$ cat src/rtl/freq_sweep_ctrl.sv
// freq_sweep_ctrl: stepped frequency sweep for a DDS tuning word.
// Optional `SWEEP_LOOP_EN adds a Loop input for repeating sweeps.
module freq_sweep_ctrl #(
  parameter int DWELL_W = 24
) (
  input  logic               Clk,
  input  logic               Reset_n,
  input  logic               Start,
  input  logic               Abort,
  input  logic [31:0]        F_start,
  input  logic [31:0]        F_stop,
  input  logic [31:0]        F_step,
  input  logic [DWELL_W-1:0] Dwell,
`ifdef SWEEP_LOOP_EN
  input  logic               Loop,
`endif
  output logic [31:0]        Fword,
  output logic               Busy,
  output logic               Step_tick,
  output logic               Done
);

  typedef enum logic [1:0] {
    IDLE,
    DWELL,
    DONE
  } state_t;

  localparam logic [DWELL_W-1:0] ONE = DWELL_W'(1);

  state_t             state_q, state_d;
  logic [31:0]        fword_q, fword_d;
  logic [31:0]        stop_q, stop_d;
  logic [31:0]        step_q, step_d;
  logic [DWELL_W-1:0] dwell_q, dwell_d;
  logic [DWELL_W-1:0] cnt_q, cnt_d;
  logic               up_q, up_d;
  logic               tick_q, tick_d;
  logic               done_q, done_d;
`ifdef SWEEP_LOOP_EN
  logic [31:0]        start_q, start_d;
`endif

  logic [32:0] sum33;
  logic [32:0] diff33;
  logic [31:0] nxt_fword;

  // Next tuning word: 33-bit step, clamped at the stop word
  always_comb begin
    sum33  = {1'b0, fword_q} + {1'b0, step_q};
    diff33 = {1'b0, fword_q} - {1'b0, step_q};
    if (step_q == 32'd0) begin
      nxt_fword = stop_q;
    end else if (up_q) begin
      if (sum33[32] || (sum33[31:0] > stop_q))
        nxt_fword = stop_q;
      else
        nxt_fword = sum33[31:0];
    end else begin
      if (diff33[32] || (diff33[31:0] < stop_q))
        nxt_fword = stop_q;
      else
        nxt_fword = diff33[31:0];
    end
  end

  // Sweep FSM next-state and datapath
  always_comb begin
    state_d = state_q;
    fword_d = fword_q;
    stop_d  = stop_q;
    step_d  = step_q;
    dwell_d = dwell_q;
    cnt_d   = cnt_q;
    up_d    = up_q;
    tick_d  = 1'b0;
    done_d  = 1'b0;
`ifdef SWEEP_LOOP_EN
    start_d = start_q;
`endif
    case (state_q)
      IDLE: begin
        if (Start && !Abort) begin
          stop_d  = F_stop;
          step_d  = F_step;
          dwell_d = (Dwell == '0) ? ONE : Dwell;
          up_d    = (F_stop >= F_start);
          fword_d = F_start;
          cnt_d   = ONE;
          state_d = DWELL;
`ifdef SWEEP_LOOP_EN
          start_d = F_start;
`endif
        end
      end
      DWELL: begin
        if (Abort) begin
          state_d = IDLE;
        end else if (cnt_q == dwell_q) begin
          cnt_d = ONE;
          if (fword_q == stop_q) begin
            done_d = 1'b1;
`ifdef SWEEP_LOOP_EN
            if (Loop)
              fword_d = start_q;
            else
              state_d = DONE;
`else
            state_d = DONE;
`endif
          end else begin
            fword_d = nxt_fword;
            tick_d  = 1'b1;
          end
        end else begin
          cnt_d = cnt_q + ONE;
        end
      end
      DONE: begin
        state_d = IDLE;
      end
      default: begin
        state_d = IDLE;
      end
    endcase
  end

  // State and datapath registers
  always_ff @(posedge Clk or negedge Reset_n) begin
    if (!Reset_n) begin
      state_q <= IDLE;
      fword_q <= '0;
      stop_q  <= '0;
      step_q  <= '0;
      dwell_q <= '0;
      cnt_q   <= '0;
      up_q    <= 1'b0;
      tick_q  <= 1'b0;
      done_q  <= 1'b0;
`ifdef SWEEP_LOOP_EN
      start_q <= '0;
`endif
    end else begin
      state_q <= state_d;
      fword_q <= fword_d;
      stop_q  <= stop_d;
      step_q  <= step_d;
      dwell_q <= dwell_d;
      cnt_q   <= cnt_d;
      up_q    <= up_d;
      tick_q  <= tick_d;
      done_q  <= done_d;
`ifdef SWEEP_LOOP_EN
      start_q <= start_d;
`endif
    end
  end

  assign Fword     = fword_q;
  assign Busy      = (state_q == DWELL);
  assign Step_tick = tick_q;
  assign Done      = done_q;

endmodule

$ cat config.mk
export PLATFORM = sky130hd
export DESIGN_NAME = freq_sweep_ctrl
export DESIGN_NICKNAME = d
export VERILOG_FILES = /design/src/rtl/freq_sweep_ctrl.sv
export SDC_FILE = /design/constraint.sdc
export NUM_CORES = 1
export LEC_CHECK = 0
export ABC_AREA = 1
export CORE_AREA = 2 2 206 208
export CTS_CLUSTER_SIZE = 30
export DETAILED_ROUTE_END_ITERATION = 12
export DIE_AREA = 0 0 208 210
export PLACE_DENSITY_LB_ADDON = 0.08
export REMOVE_ABC_BUFFERS = 1
export SLEW_MARGIN = 20
export SYNTH_ARGS = -nofsm -noshare
export SYNTH_HDL_FRONTEND = slang
export SYNTH_SLANG_ARGS = --single-unit
export TNS_END_PERCENT = 1
$ cat constraint.sdc
create_clock -name Clk -period 4 [get_ports Clk]
set_clock_uncertainty 0.05 [all_clocks]
set_input_delay 0.8 -clock Clk [delete_from_list [all_inputs] [get_ports Clk]]
set_output_delay 0.8 -clock Clk [all_outputs]
set_load 0.1 [all_outputs]
==> flow_metrics.env <==
export IMPL_pin_count=159
export IMPL_grt_max_degree=141
export IMPL_grt_util_met2_pct=47.9
export IMPL_hold_buffers=0
export IMPL_fmax_mhz=254
export IMPL_required_ns=4.36
export IMPL_initial_core_util_pct=39.7
export IMPL_grt_overflow=0
export IMPL_design_die_area_mm2=0.0437
export IMPL_cp_end_kind="register"
export IMPL_syn_cell_area_mm2=0.0164
export IMPL_clockBufferDepth=2
export IMPL_die_w_um=208
export IMPL_whs_ns=0.0792
export IMPL_instances_no_fill=3680
export IMPL_clk_pin_slew_ns=0.07
export IMPL_cts_root_buf="clkbuf_16"
export IMPL_mostFrequentLayoutCell="nand2_1"
export IMPL_rr_startpoint="Fword[0]"
export IMPL_hold_path_class="in2async"
export IMPL_via_per_inst=5.09
export IMPL_cts_htree_levels=4
export IMPL_fin_crit_ns=3.93
export IMPL_seq_area_frac_synth_pct=22.7
export IMPL_rows=75
export IMPL_cts_buffers=17
export IMPL_drive_gt1_share_pct=24.1
export IMPL_netlist_instances=2698
export IMPL_crit_top_cell="nand2_2"
export IMPL_place_inst=3610
export IMPL_rsz0062_at_grt="yes"
export IMPL_syn_area_per_cell_um2=6.10
export IMPL_crit_slowest_cell="dfrtp_1"
export IMPL_grt_usage_pct=30.0
export IMPL_fin_tns_setup_ns=0
export IMPL_cts_sinks=149
export IMPL_coreArea_mm2=0.0415
export IMPL_grt_pass1_vias=17900
export IMPL_wirelength_um=67400
export IMPL_drt_iter0_markers=1337
export IMPL_grtUsageMet1_pct=40.0
export IMPL_multiInputGateArea_mm2=0.0119
export IMPL_regArea_mm2=0.00374
export IMPL_maxCapViolations=0
export IMPL_r2r_setup_slack_ns=0.07
export IMPL_antenna_found_initial=1
export IMPL_antenna_left=0
export IMPL_fin_nets=3414
export IMPL_diodes=0
export IMPL_area_growth_syn_to_layout_pct=41.6
export IMPL_wl_per_cell_um=18.3
export IMPL_final_util_pct=56.1
export IMPL_synth_seq_cells=149
export IMPL_dr_pass1_iters=6
export IMPL_critPathKind="reg2reg"
export IMPL_clk_latency_ns=0.51
export IMPL_ys_warn_count=0
export IMPL_gp_congestion=1.01
export IMPL_r2r_worst_path_cells=28
export IMPL_grt_busiest_layer="met2"
export IMPL_worst_pin_slew_ns=1.02
export IMPL_synth_edf_count=0
export IMPL_powerDensity_mw_per_mm2=964
export IMPL_slew_viol_final=0
export IMPL_post_synth_num_cell_types=51
export IMPL_final_cell_mix="743 x nand2_1, 449 x inv_1, 322 x buf_4"
export IMPL_async_reset_ff_share_pct=100
export IMPL_setup_viol=0
export IMPL_p_leak_uw=0.0121
export IMPL_io_buffers=158
export IMPL_r2r_end="Fword[10]"
export IMPL_ir_drop_mv=0.643
export IMPL_use_met3_pct=6.17
export IMPL_synth_ff_type="dfrtp_1"
export IMPL_finalHoldViolCount=0
export IMPL_cp_start_kind="register"
export IMPL_cts_tree="yes"
export IMPL_critPathMaxFanout=8
export IMPL_critPathMaxStageDelay_ns=0.43
export IMPL_drc=0
export IMPL_cp_arrival_ns=4.29
export IMPL_grt_pass1_wl_um=100000
export IMPL_slew_headroom_pct=31.9
export IMPL_num_vias=18700
export IMPL_dp_hpwl_um=53100
export IMPL_nFillCells=4175
export IMPL_die_h_um=210
export IMPL_outcome="completed"
export IMPL_period_share_pct=98.3
[power breakdown]
part | switching (µW) | internal, µW
sequential | 337 | 1840
clock | 818 | 966
combinational | 11100 | 7390
[flip-flops by register name, indices dropped and copies added, names as in the netlist]
| register | cells |
|---|---|
| dwell_q | 24 |
| state_q | 2 |
| Fword | 32 |
| stop_q | 32 |
| Step_tick | 1 |
| cnt_q | 24 |
| Done | 1 |
| up_q | 1 |
| step_q | 32 |
[cell type report]
type | count | share of cell area (%)
Timing Repair Buffer | 503 | 18.9
Sequential cell | 149 | 16.1
Inverter | 509 | 8.21
Tap cell | 539 | 2.90
Multi-Input combinational cell | 1948 | 51.3
Clock buffer | 18 | 1.89
Clock inverter | 14 | 0.785
[what timing repair did]
item,in CTS,in global routing
gates resized for setup,44,387
buffers inserted,0,36
pin swaps,4,133
setup endpoints to repair,32,32
endpoints found under the hold margin,0,0
gates cloned,0,4
[synth_stat cells, drive strengths merged, types with 6 or more instances]
cell type	count	area, µm²
nor3	26	140
inv	505	1900
nand4	43	269
a21oi	135	691
o21a	6	45.0
clkbuf	39	148
dfrtp	149	3730
ha	160	2000
nand3	223	1140
nand3b	10	75.1
and2	7	43.8
nor4	19	138
buf	53	345
xor2	46	403
nand2	862	3280
a21boi	25	188
o21ai	110	562
xnor2	25	219
nor2	219	860
[critical path, delay by kind of cell, from the launching register on]
kind | cells | cell delay (ns)
flops | 1 | 0.43
buf+inv | 4 | 0.40
fa+ha+maj | 3 | 0.82
simple gates | 19 | 1.76
compound gates | 2 | 0.35
[worst max path at each step]
| stage | start | to | slack (ns) | depth (start not counted) |
|---|---|---|---|---|
| 2_1_floorplan | Abort | dwell_q[10] | -4.46 | 3 |
| 3_3_place_gp | Fword[0] | Fword[16] | -0.34 | 27 |
| 3_5_place_dp | Fword[0] | Fword[16] | -0.34 | 27 |
| 4_1_cts | Fword[0] | Fword[10] | 0.004 | 26 |
| 5_1_grt | step_q[12] | Fword[1] | -0.09 | 28 |
| 6_report | Fword[0] | Fword[10] | 0.07 | 28 |
[routing by layer]
layer / routed length (µm) / share of wire [%] / vias up
li1: - / - / 9282
met1: 29900 / 44 / 8710
met2: 30100 / 45 / 617
met3: 4670 / 6.9 / 117
met4: 2700 / 4.0 / 2
met5: 12 / 0.018 / -
[metrics by stage]
stage | setup WS [ns] | total power [µW] | area, µm²
6_report | 0.0689 | 22400 | 23300
5_1_grt | -0.0932 | 24100 | 23300
4_1_cts | 0.00361 | 19400 | 21400
3_5_place_dp | -0.343 | 17300 | 20600
3_3_place_gp | -0.341 | 17200 | 20600
2_1_floorplan | -4.46 | 10700 | 16000
[cell families after synthesis]
family,after synthesis,share of synthesized area [%]
flip-flops,149,22.7
AO/OA/AOI/OAI,303,10.2
adder cells (fa/ha/maj),162,12.4
AND/OR/NAND/NOR,1412,36.3
buffers and inverters,601,14.6
XOR/XNOR,71,3.78
No activity file was read; power rests on OpenSTA's default activity.
